## src/rtl/sample_fifo_if.sv

```systemverilog
// Write/read handshake and status bundle for sample_fifo.
// The master modport belongs to the producer/consumer side; the slave modport belongs to the FIFO.
interface sample_fifo_if #(
    parameter int BITS = 16,
    parameter int SIZE = 128
);
    localparam int MAX_BITS = $clog2(SIZE);

    logic                wr_en;
    logic [BITS-1:0]     wr_data;
    logic                rd_en;
    logic                clr_err;
    logic [BITS-1:0]     rd_data;
    logic                rd_valid;
    logic                fifo_empty;
    logic                fifo_full;
    logic                almost_empty;
    logic                almost_full;
    logic [MAX_BITS:0]   fill;
    logic                overflow;
    logic                underflow;

    modport master (
        output wr_en, wr_data, rd_en, clr_err,
        input  rd_data, rd_valid, fifo_empty, fifo_full,
               almost_empty, almost_full, fill, overflow, underflow
    );

    modport slave (
        input  wr_en, wr_data, rd_en, clr_err,
        output rd_data, rd_valid, fifo_empty, fifo_full,
               almost_empty, almost_full, fill, overflow, underflow
    );
endinterface

```

## src/rtl/sample_fifo.sv

```systemverilog
// Synchronous sample FIFO with fill count, almost-full/empty flags and sticky overflow/underflow.
// Define SAMPLE_FIFO_FWFT_EN for first-word-fall-through reads; the default is a registered read.
module sample_fifo #(
    parameter int BITS     = 16,
    parameter int SIZE     = 128,
    parameter int AF_LEVEL = SIZE - 4,
    parameter int AE_LEVEL = 4
) (
    input  logic         clk,
    input  logic         rst_n,
    sample_fifo_if.slave bus
);
    localparam int MAX_BITS = $clog2(SIZE);

    typedef logic [MAX_BITS:0] cnt_t;
    typedef logic [BITS-1:0]   word_t;

    localparam cnt_t CNT_ONE  = cnt_t'(1);
    localparam cnt_t CNT_FULL = cnt_t'(SIZE);
    localparam cnt_t CNT_AF   = cnt_t'(AF_LEVEL);
    localparam cnt_t CNT_AE   = cnt_t'(AE_LEVEL);

    word_t mem_q [SIZE];

    cnt_t  wr_ptr_q, wr_ptr_d;
    cnt_t  rd_ptr_q, rd_ptr_d;
    cnt_t  fill_q, fill_d;
    logic  empty_q, empty_d;
    logic  full_q, full_d;
    logic  ae_q, ae_d;
    logic  af_q, af_d;
    logic  ovf_q, ovf_d;
    logic  unf_q, unf_d;
    word_t rd_data_q, rd_data_d;
    logic  rd_valid_q, rd_valid_d;
    logic  rd_ok, wr_ok;

    // NOTE: every variable gets a default at the top of an always_comb so no path can infer a latch.
    always_comb begin
        rd_ok    = bus.rd_en && (fill_q != '0);
        // A write into a full FIFO is legal only when a read frees the head slot on the same edge.
        wr_ok    = bus.wr_en && ((fill_q != CNT_FULL) || rd_ok);
        wr_ptr_d = wr_ok ? wr_ptr_q + CNT_ONE : wr_ptr_q;
        rd_ptr_d = rd_ok ? rd_ptr_q + CNT_ONE : rd_ptr_q;

        fill_d = fill_q;
        if (wr_ok && !rd_ok) begin
            fill_d = fill_q + CNT_ONE;
        end else if (rd_ok && !wr_ok) begin
            fill_d = fill_q - CNT_ONE;
        end

        empty_d = (fill_d == '0);
        full_d  = (fill_d == CNT_FULL);
        ae_d    = (fill_d <= CNT_AE);
        af_d    = (fill_d >= CNT_AF);

        ovf_d = ovf_q;
        if (bus.wr_en && !wr_ok) begin
            ovf_d = 1'b1;
        end else if (bus.clr_err) begin
            ovf_d = 1'b0;
        end

        unf_d = unf_q;
        if (bus.rd_en && !rd_ok) begin
            unf_d = 1'b1;
        end else if (bus.clr_err) begin
            unf_d = 1'b0;
        end
    end

`ifdef SAMPLE_FIFO_FWFT_EN
    // Present the new head once it was stored before this edge; the shown word stays counted in fill.
    always_comb begin
        rd_valid_d = rd_ok ? (fill_q > CNT_ONE) : (fill_q != '0);
        rd_data_d  = rd_valid_d ? mem_q[rd_ptr_d[MAX_BITS-1:0]] : rd_data_q;
    end
`else
    always_comb begin
        rd_valid_d = rd_ok;
        rd_data_d  = rd_ok ? mem_q[rd_ptr_q[MAX_BITS-1:0]] : rd_data_q;
    end
`endif

    // NOTE: the sample memory has no reset; stale contents are never visible because the pointers are reset.
    always_ff @(posedge clk) begin
        if (wr_ok) begin
            mem_q[wr_ptr_q[MAX_BITS-1:0]] <= bus.wr_data;
        end
    end

    // NOTE: state registers use non-blocking assignments so every flop samples the pre-edge values.
    always_ff @(posedge clk or negedge rst_n) begin
        if (!rst_n) begin
            wr_ptr_q   <= '0;
            rd_ptr_q   <= '0;
            fill_q     <= '0;
            empty_q    <= 1'b1;
            full_q     <= 1'b0;
            ae_q       <= 1'b1;
            af_q       <= 1'b0;
            ovf_q      <= 1'b0;
            unf_q      <= 1'b0;
            rd_data_q  <= '0;
            rd_valid_q <= 1'b0;
        end else begin
            wr_ptr_q   <= wr_ptr_d;
            rd_ptr_q   <= rd_ptr_d;
            fill_q     <= fill_d;
            empty_q    <= empty_d;
            full_q     <= full_d;
            ae_q       <= ae_d;
            af_q       <= af_d;
            ovf_q      <= ovf_d;
            unf_q      <= unf_d;
            rd_data_q  <= rd_data_d;
            rd_valid_q <= rd_valid_d;
        end
    end

    assign bus.rd_data      = rd_data_q;
    assign bus.rd_valid     = rd_valid_q;
    assign bus.fifo_empty   = empty_q;
    assign bus.fifo_full    = full_q;
    assign bus.almost_empty = ae_q;
    assign bus.almost_full  = af_q;
    assign bus.fill         = fill_q;
    assign bus.overflow     = ovf_q;
    assign bus.underflow    = unf_q;
endmodule

```

## src/flat_wrapper.sv

```systemverilog
// flat-port wrapper written by rule: the top's interface ports become plain ports
module sample_fifo_flat 
#(
    parameter int BITS     = 16,
    parameter int SIZE     = 128,
    parameter int AF_LEVEL = SIZE - 4,
    parameter int AE_LEVEL = 4
)
  (clk, rst_n, bus_wr_en, bus_wr_data, bus_rd_en, bus_clr_err, bus_rd_data, bus_rd_valid, bus_fifo_empty, bus_fifo_full, bus_almost_empty, bus_almost_full, bus_fill, bus_overflow, bus_underflow);
  sample_fifo_if #(.BITS(BITS), .SIZE(SIZE)) bus_i ();
  input  logic clk;
  input  logic rst_n;
  input wire logic [$bits(bus_i.wr_en)-1:0] bus_wr_en;
  input wire logic [$bits(bus_i.wr_data)-1:0] bus_wr_data;
  input wire logic [$bits(bus_i.rd_en)-1:0] bus_rd_en;
  input wire logic [$bits(bus_i.clr_err)-1:0] bus_clr_err;
  output wire logic [$bits(bus_i.rd_data)-1:0] bus_rd_data;
  output wire logic [$bits(bus_i.rd_valid)-1:0] bus_rd_valid;
  output wire logic [$bits(bus_i.fifo_empty)-1:0] bus_fifo_empty;
  output wire logic [$bits(bus_i.fifo_full)-1:0] bus_fifo_full;
  output wire logic [$bits(bus_i.almost_empty)-1:0] bus_almost_empty;
  output wire logic [$bits(bus_i.almost_full)-1:0] bus_almost_full;
  output wire logic [$bits(bus_i.fill)-1:0] bus_fill;
  output wire logic [$bits(bus_i.overflow)-1:0] bus_overflow;
  output wire logic [$bits(bus_i.underflow)-1:0] bus_underflow;
  assign bus_i.wr_en = bus_wr_en;
  assign bus_i.wr_data = bus_wr_data;
  assign bus_i.rd_en = bus_rd_en;
  assign bus_i.clr_err = bus_clr_err;
  assign bus_rd_data = bus_i.rd_data;
  assign bus_rd_valid = bus_i.rd_valid;
  assign bus_fifo_empty = bus_i.fifo_empty;
  assign bus_fifo_full = bus_i.fifo_full;
  assign bus_almost_empty = bus_i.almost_empty;
  assign bus_almost_full = bus_i.almost_full;
  assign bus_fill = bus_i.fill;
  assign bus_overflow = bus_i.overflow;
  assign bus_underflow = bus_i.underflow;
  sample_fifo #(.BITS(BITS), .SIZE(SIZE), .AF_LEVEL(AF_LEVEL), .AE_LEVEL(AE_LEVEL)) u_core (.clk(clk), .rst_n(rst_n), .bus(bus_i));
endmodule
```

## config.mk

```make
export PLATFORM = sky130hd
export DESIGN_NAME = sample_fifo_flat
export DESIGN_NICKNAME = d
export VERILOG_FILES = /design/src/rtl/sample_fifo_if.sv /design/src/rtl/sample_fifo.sv /design/src/flat_wrapper.sv
export SDC_FILE = /design/constraint.sdc
export NUM_CORES = 2
export LEC_CHECK = 0
export BUFFER_PORTS_ARGS = -buffer_cell sky130_fd_sc_hd__buf_2
export CAP_MARGIN = 10
export CORE_ASPECT_RATIO = 0.5
export CORE_MARGIN = 4
export CORE_UTILIZATION = 30
export CTS_CLUSTER_DIAMETER = 80
export CTS_CLUSTER_SIZE = 16
export DETAILED_ROUTE_END_ITERATION = 8
export HOLD_SLACK_MARGIN = 0.05
export PLACE_DENSITY = 0.45
export SYNTH_ARGS = -nofsm -noshare
export SYNTH_HDL_FRONTEND = slang
export SYNTH_SLANG_ARGS = --single-unit
```

## constraint.sdc

```tcl
create_clock -name clk -period 3.75 [get_ports clk]
set_input_delay 0.5625 -clock clk [delete_from_list [all_inputs] [get_ports clk]]
set_output_delay 0.5625 -clock clk [all_outputs]
set_load 0.02 [all_outputs]
```

==> summary.md <==
| Metric | Value |
|---|---|
| Run status | finished clean |
| CTS Buf Count | 157 |
| Crit path cell chain | buf_12 > mux4_2 > a22oi_1 > a21oi_1 > a2111oi_0 > buf_4 > a211oi_1 |
| Worst R2R Path Depth | 7 |
| Seq/Total Area, Yosys | 77.5% |
| H-tree levels | 4 |
| Gpl congestion | 0.818 |
| Relative slew slack | 20.3% |
| Post-route setup slack | 0.107 ns |
| Top_reg_cell synth | edfxtp_1 |
| # clock sinks | 2,093 |
| Hold depth | 1 |
| Final Skew | 0.0827 ns |
| Rows | 134 |
| Final slew viol count | 0 |
| Slew @ Worst Pin | 1.16 ns |
| Worst-case clock buffer depth | 4 |
| Chip width | 742 microns |
| Critical-path top delay cell | a22oi_1 |
| Drt pass-1 iters | 5 |
| Crit path arrival time | 4.34 ns |
| Initial antenna violation count | 28 |
| Max-cap violations | 0 |
| Pwr Total | 64.5 mW |
| Pin count of the biggest net entering global routing | 118 |
| Die height | 375 microns |
| CTS clk-pin slew, worst paths | 0.08 ns |
| Detailed Place HPWL | 156,000 microns |
| Root Buffer | clkbuf_16 |
| Final Hold Slack | 0.114 ns |
| Total grt overflow | 0 |
| Wire per inst | 31.5 microns |
| P_leak | 29.1 nW |
| WS Path Type | reg2reg |
| Post-synthesis cell type count | 75 |
| Buffers plus inverters on the worst setup path | 2 |
| EDFF count, synth | 2,048 |
| Dpl ws | -0.321 ns |
| Worst min path class | in2reg |
| Non-Filler Instances | 7,893 |
| Top-area cell type share of the netlist area | 76.1% |
| GRT Util Overall | 17.5% |
| Initial Util | 30.2% |
| Synth top area cells | edfxtp_1 (76%), mux4_2 (11%), mux2i_1 (3.8%) |
| Layout cells sized above 1 | 25.0% |
| Nets | 4,261 |
| Final instance area | 92,500 sq um |
| Antenna Nets Post-Route | 0 |
| Cells after synthesis | 3,855 |
| Worst setup SP type | register |
| Post-DR vias/cell | 5.19 |
| Setup-failing EPs final | 0 |
| Fmax | 0.274 GHz |
| Placed cells | 7,677 |
| CTS tree | done |
| Setup crit end kind | register |
| Yosys top cell by area | edfxtp_1 |
| Period utilization | 97.1% |
| Routed wire length | 248,000 microns |
| Critical path's top delay family | compound AO/OA/AOI/OAI gates |
| Post-CTS Setup Bufs | 0 |
| Crit path required time | 4.45 ns |
| DRT iter0 DRCs | 4,850 |
| DP Area | 88,200 sq um |
| Yosys warning count | 0 |
| Clk_lat worst skew | 0.85 ns |
| Synth Area per Inst | 21.0 sq um |
| First-pass GRT wire length | 342,000 microns |
| Synth-to-Final Area Change | 14.5% |
| Top-count cell post-synth | edfxtp_1 |
| Hold Fails Final Rpt | 0 |
| Syn nets | 3,881 |
| Crit path depth | 7 |
| Crit-path max cell delay | 0.81 ns |
| Synth cell count leaders | edfxtp_1 (2,048), mux4_2 (402), mux2i_1 (309) |
| Maximum fanout along the worst path | 51 |
| Post-synth ARST share | 2.15% |
| Total die area | 278,000 sq um |
| Register bit total from synthesis | 2,093 |
| P per Cell Area | 697 nW/um^2 |
| Vias in the first global route | 41,000 |
| Crit path time final | 3.64 ns |
| Via Count | 40,900 |
| Peak VDD IR | 0.492 mV |
| I/O Pins | 52 |
| Synthesized cell area | 80,800 sq um |
| Core Box Area | 267,000 sq um |
| Port bufs | 51 |
| # DRC | 0 |
| RSZ-0062 raised after global routing | false |
state kept, by name (all words and copies together) (netlist names):
signal	flops
u_core.bus.almost_empty	1
u_core.bus.almost_full	1
u_core.bus.fifo_empty	1
u_core.bus.fifo_full	1
u_core.bus.fill	8
u_core.bus.overflow	1
u_core.bus.rd_data	16
u_core.bus.rd_valid	1
u_core.bus.underflow	1
u_core.mem_q	2048
u_core.rd_ptr_q	7
u_core.wr_ptr_q	7
stage by stage:
step | setup TNS (ns) | util [%]
final | 0 | 34.6
after global routing | 0 | 34.6
after CTS | 0 | 34.6
after detailed placement | -0.442 | 33.0
after global placement | -0.512 | 33.0
after floorplan | 0 | -
placed cells by master (no fill, tap or decap), drive strengths merged, types with 19 or more instances in the layout:
cell type	Yosys	final
clkbuf	72	196
mux4	402	402
a22oi	86	86
nor3	25	25
mux2i	309	309
o22ai	42	42
buf	154	445
edfxtp	2048	2048
a211oi	41	41
nand2	92	92
nor2	169	169
nand3	19	19
o221ai	29	29
dfrtp	43	43
a21oi	76	76
o21ai	34	34
per-layer routing:
layer | vias up | GRT usage (%) | wire, microns
li1 | 16700 | - | -
met1 | 22600 | 25.8 | 113000
met2 | 1401 | 27.2 | 114000
met3 | 231 | 3.23 | 17300
met4 | 2 | 2.86 | 3950
met5 | - | 0.583 | 230
power by group:
group          switching, mW  leakage [nW]  internal [mW]
clock network           8.00          2.05           7.74
registers              0.560          18.9           26.3
logic                   13.3          8.15           8.60
repair_timing:
item	CTS	global route
endpoints found under the setup margin	2	18
endpoints found under the hold margin	17	0
hold buffers	2	0
resized for setup	2	7
kinds of logic after synthesis:
logic type	count (synthesis)	synth area share, %
buf+inv	236	1.37
fa+ha+maj	5	0.0774
flops	2093	77.5
simple gates	373	2.08
xor+xnor	18	0.195
mux	721	15.2
compound gates	409	3.58
area by class of cell:
type | count | area (sq um)
diodes | 7 | 17.5
fillers | 24900 | 175000
clock buffers | 196 | 4100
well taps | 3604 | 4510
clock inverters | 10 | 125
multi-input cells | 1526 | 17200
inverters | 10 | 38.8
repair buffers | 447 | 3910
flip-flops and latches | 2093 | 62600
path summary, 6_finish.rpt:
path                                     start               endpoint  slack, ns
setup / recovery            u_core.rd_ptr_q[0]  u_core.bus.rd_data[6]       0.11
hold / removal                  bus_wr_data[7]    u_core.mem_q[28][7]       0.11
setup reg to reg            u_core.rd_ptr_q[0]  u_core.bus.rd_data[6]       0.11
hold reg to reg            u_core.bus.overflow    u_core.bus.overflow       0.53
max in group asynchronous                rst_n     u_core.rd_ptr_q[1]       2.51
min in group asynchronous                rst_n     u_core.bus.fill[0]       0.36
(Power assumes the default switching activity.)
